## src/rtl/fifo_param_fwft.sv

```systemverilog
// Parametrised synchronous FIFO with internal storage and selectable read mode:
// registered read (FWFT=0, one-cycle latency) or first-word-fall-through (FWFT=1).
// Occupancy-decoded status flags, live thresholds, sticky overflow/underflow flags.
//
// Handshake: a write is taken on any rising edge where wr_en is high and the
// FIFO can accept it (not full, or full with a read accepted on the same edge).
// A read is taken on any rising edge where rd_en is high and the FIFO is not empty.
// rd_valid qualifies rd_data: FWFT=0 pulses for the one cycle after an accepted
// read; FWFT=1 stays high while a head word is present, and rd_en pops it.
module fifo_param_fwft #(
  parameter int DATA_WIDTH = 6,
  parameter int ADDR_WIDTH = 3,
  parameter int FWFT       = 0
) (
  input  logic                  clk,
  input  logic                  reset,
  input  logic                  wr_en,
  input  logic [DATA_WIDTH-1:0] wr_data,
  input  logic                  rd_en,
  input  logic [ADDR_WIDTH:0]   umb_almost_full,
  input  logic [ADDR_WIDTH:0]   umb_almost_empty,
  input  logic                  err_clear,
  output logic [DATA_WIDTH-1:0] rd_data,
  output logic                  rd_valid,
  output logic [ADDR_WIDTH:0]   data_count,
  output logic                  full,
  output logic                  empty,
  output logic                  almost_full,
  output logic                  almost_empty,
  output logic                  overflow_err,
  output logic                  underflow_err
);

  localparam int DEPTH = 1 << ADDR_WIDTH;
  localparam logic [ADDR_WIDTH:0] FULL_COUNT = (ADDR_WIDTH+1)'(DEPTH);
  localparam logic [ADDR_WIDTH:0] ONE_COUNT  = (ADDR_WIDTH+1)'(1);
  localparam logic [ADDR_WIDTH-1:0] ONE_PTR  = ADDR_WIDTH'(1);

  logic [DATA_WIDTH-1:0] mem [DEPTH];
  logic [ADDR_WIDTH-1:0] wr_ptr;
  logic [ADDR_WIDTH-1:0] rd_ptr;
  logic                  wr_acc;
  logic                  rd_acc;

  // Accept decisions and status flags, all decoded from registered occupancy.
  always_comb begin
    empty        = (data_count == '0);
    full         = (data_count == FULL_COUNT);
    almost_full  = (data_count >= umb_almost_full);
    almost_empty = (data_count <= umb_almost_empty) && (data_count != '0);
    rd_acc       = rd_en && !empty;
    wr_acc       = wr_en && (!full || rd_acc);
  end

  // Storage write; contents intentionally survive reset.
  always_ff @(posedge clk) begin
    if (wr_acc) mem[wr_ptr] <= wr_data;
  end

  // Pointers wrap naturally at DEPTH; count moves only on a lone write or lone read.
  always_ff @(posedge clk) begin
    if (reset) begin
      wr_ptr     <= '0;
      rd_ptr     <= '0;
      data_count <= '0;
    end else begin
      if (wr_acc) wr_ptr <= wr_ptr + ONE_PTR;
      if (rd_acc) rd_ptr <= rd_ptr + ONE_PTR;
      case ({wr_acc, rd_acc})
        2'b10:   data_count <= data_count + ONE_COUNT;
        2'b01:   data_count <= data_count - ONE_COUNT;
        default: data_count <= data_count;
      endcase
    end
  end

  // Sticky error flags; a new error in the same cycle as err_clear wins.
  always_ff @(posedge clk) begin
    if (reset) begin
      overflow_err  <= 1'b0;
      underflow_err <= 1'b0;
    end else begin
      if (wr_en && !wr_acc) overflow_err <= 1'b1;
      else if (err_clear)   overflow_err <= 1'b0;
      if (rd_en && empty)   underflow_err <= 1'b1;
      else if (err_clear)   underflow_err <= 1'b0;
    end
  end

  if (FWFT != 0) begin : g_fwft
    // Head word is presented directly from storage while the FIFO holds data.
    always_comb begin
      rd_data  = mem[rd_ptr];
      rd_valid = !empty;
    end
  end else begin : g_reg
    // Registered read: the popped word appears the cycle after its accept and then holds.
    always_ff @(posedge clk) begin
      if (reset) begin
        rd_data  <= '0;
        rd_valid <= 1'b0;
      end else begin
        rd_valid <= rd_acc;
        if (rd_acc) rd_data <= mem[rd_ptr];
      end
    end
  end

endmodule

```

## config.mk

```make
export PLATFORM = sky130hd
export DESIGN_NAME = fifo_param_fwft
export DESIGN_NICKNAME = d
export VERILOG_FILES = /design/src/rtl/fifo_param_fwft.sv
export SDC_FILE = /design/constraint.sdc
export NUM_CORES = 1
export LEC_CHECK = 0
export BUFFER_PORTS_ARGS = -buffer_cell sky130_fd_sc_hd__buf_2
export CORE_ASPECT_RATIO = 1.75
export CORE_MARGIN = 2
export CORE_UTILIZATION = 30
export DETAILED_ROUTE_END_ITERATION = 6
export GPL_TIMING_DRIVEN = 1
export PLACE_DENSITY = 0.52
export SLEW_MARGIN = 15
export SYNTH_ARGS = -nofsm -noshare
export SYNTH_HDL_FRONTEND = slang
export SYNTH_SLANG_ARGS = --single-unit
```

## constraint.sdc

```tcl
create_clock -name clk -period 2.4 [get_ports clk]
set_input_delay 0.48 -clock clk [delete_from_list [all_inputs] [get_ports clk]]
set_output_delay 0.48 -clock clk [all_outputs]
set_load 0.01 [all_outputs]
```

==> impl_metrics.yaml <==
critical_path:
  cp-end-kind: "output port"
  cp_cell_sequence: "inv_2, ha_1, nand2b_1, a21o_1, a21o_1, a21o_1, buf_2"
  crit_type: "reg2out"
  slowest_delay_ns: 0.35
  required_ns: 1.92
  slowest_stage: "dfxtp_4"
  cp-start-kind: "register"
  arrival_ns: 1.79
  path_max_fanout: 3
  crit_top_cell: "a21o_1"
die:
  num_io_pins: 36
  core_um2: 9790
  dieArea_um2: 10900
  die_w_um: 79.6
  die_height_um: 136
  start_util: 0.307
  rows: 48
global_routing:
  grt_pass1_wl_mm: 10.2
  grt_start_max_net_pins: 20
  antenna_found_initial: 0
  grt_overflow: 0
  grt_pass1_vias: 1956
  track_usage: 0.130
finish:
  drive_gt1_frac: 0.321
  fin_nets: 292
  finalInstanceArea_um2: 3670
  syn2layout_area_growth_pct: 22.2
  final_util: 0.375
  num_antenna_cells: 0
synthesis:
  ys_ff_latch: 67
  ys_warn_count: 0
  synthDistinctLibCells: 42
  syn_area_per_cell_um2: 14.4
  seq_area_frac_synth: 0.607
  synth_top_cells_by_area: "edfxtp_1, dfxtp_1, mux4_2"
  synthesis.area_um2: 3000
  synthArstFlopShare: 0
  synthCells: 208
  synthFlopType: "edfxtp_1"
  yosys.area.top_type: "edfxtp_1"
  synth_nets: 240
  synth_top_area_share: 0.480
  synth_edf_count: 48
power_and_ir_drop:
  powerDensity_nw_per_um2: 1100
  p_leak_nw: 1.39
  ir_drop_uv: 361
  power_w: 0.00405
timing:
  finalSetupViolCount: 0
  maxSlewViolCount: 0
  holdWs_ns: 0.428
  tns_ns: 0
  hold_violations: 0
  clock.fmax_ghz: 0.441
  fin_skew_ns: 0.00477
  tightest_slew_ns: 0.969
  fin_crit_sh: 0.946
  slew_headroom: 0.349
  period_needed_ns: 2.27
place:
  dp_hpwl_mm: 4.55
  gp_congestion: 0.739
  port_buffers: 35
  post_dp_cell_area_um2: 3360
drt:
  initialDrtViolationCount: 93
  wl_per_cell_um: 16.1
  post-route-drc-count: 0
  routed_wl_mm: 6.29
  viasPerCell: 4.67
  first_pass_iters: 4
  num_vias: 1823
  ant_nets: 0
hold_path:
  hold_path_class: "in2reg"
cts:
  clock_latency_ns: 0.32
  htreeDepth: 3
  cts.sinks: 67
  clk_path_buf_depth: 2
  cts_made_buffers: 9
  clock_tree.root_cell: "clkbuf_16"
  clkTransAtPathRegs_ns: 0.05
  cts_tree: "built"
outcome:
  status: "finished, final reports clean"
flow_run:
  drv_cap: 0
==> worst max-delay path: cells and delay by family (launching register included) <==
kind / cells / cell delay, ns
flops: 1 / 0.35
compound gates: 3 / 0.51
fa+ha+maj: 1 / 0.27
simple gates: 1 / 0.14
buf+inv: 2 / 0.19
==> state kept, by name, indices dropped and copies added, names as in the netlist <==
name,flops
data_count,4
mem,48
overflow_err,1
rd_data,6
rd_ptr,3
rd_valid,1
underflow_err,1
wr_ptr,3
==> power breakdown <==
group / leakage [nW] / switching (W) / internal, W
sequential: 0.593 / 0.000102 / 0.00139
combinational: 0.668 / 0.000708 / 0.000645
clock: 0.133 / 0.000452 / 0.000754
==> final cells by class <==
class	count	area, um2
clock buffers	14	264
clock inverters	2	12.5
fillers	947	6120
inverters	10	37.5
multi-input cells	120	1070
flip-flops and latches	67	1830
well taps	125	156
repair buffers	52	303
==> cells by family (layout without fill, tap and decap cells) <==
logic type,count (synthesis),after routing,share of synthesized area
flip-flops,67,67,0.607
AND/OR/NAND/NOR,52,52,0.0846
AO/OA/AOI/OAI,28,28,0.0721
buffers and inverters,21,78,0.0429
multiplexers,20,20,0.117
adder cells (fa/ha/maj),13,13,0.0567
XOR/XNOR,7,7,0.0204
==> placed cells by master, fill, tap and decap left out, drive strengths merged, types with 2 or more instances in the layout <==
cell	Yosys	layout
a21oi	6	6
o211ai	2	2
o21ai	3	3
xor2	3	3
xnor2	4	4
dfxtp	19	19
mux2i	8	8
nor3	5	5
nor2	23	23
nand2	6	6
a21o	3	3
ha	12	12
nand2b	6	6
a211oi	9	9
mux4	12	12
inv	10	10
nand3	2	2
clkbuf	3	14
nor2b	3	3
buf	7	52
edfxtp	48	48
==> worst paths after layout <==
kind                         startpoint                         end  slack [ns]  depth (start not counted)
max          data_count[0]$_SDFFE_PP0P_                 almost_full        0.13                          7
min reg2reg     rd_data[4]$_SDFFE_PP0P_     rd_data[4]$_SDFFE_PP0P_        0.50                          2
max reg2reg  data_count[0]$_SDFFE_PP0P_  data_count[3]$_SDFFE_PP0P_        0.16                          9
min                          wr_data[4]         mem[7][4]$_DFFE_PP_        0.43                          1
==> synth_stat cells, drive strengths merged (4+ instances only) <==
cell type / instances
a21oi: 6
nor3: 5
mux2i: 8
nand2b: 6
ha: 12
edfxtp: 48
inv: 10
mux4: 12
nand2: 6
a211oi: 9
nor2: 23
xnor2: 4
buf: 7
dfxtp: 19
==> layer usage <==
metal  routed length [um]  global-route usage
met1                 2350               0.132
met5                    0                   0
met2                 3570               0.244
met4                  101              0.0575
met3                  269              0.0312
==> timing repair <==
| action | 4_1_cts | 5_1_grt |
|---|---|---|
| gates resized for setup | 4 | 4 |
| endpoints found under the setup margin | 2 | 3 |
| hold endpoints to repair | 0 | 0 |
| buffers inserted | 0 | 1 |
| hold buffers | 0 | 0 |
==> through the flow <==
| stage | setup slack [ns] | instances |
|---|---|---|
| 2_1_floorplan | 0.242 | 208 |
| 3_3_place_gp | 0.154 | 373 |
| 3_5_place_dp | 0.101 | 373 |
| 4_1_cts | 0.0155 | 389 |
| 5_1_grt | -0.00326 | 390 |
| 6_report | 0.130 | 390 |
No activity file was read; power rests on OpenSTA's default activity.
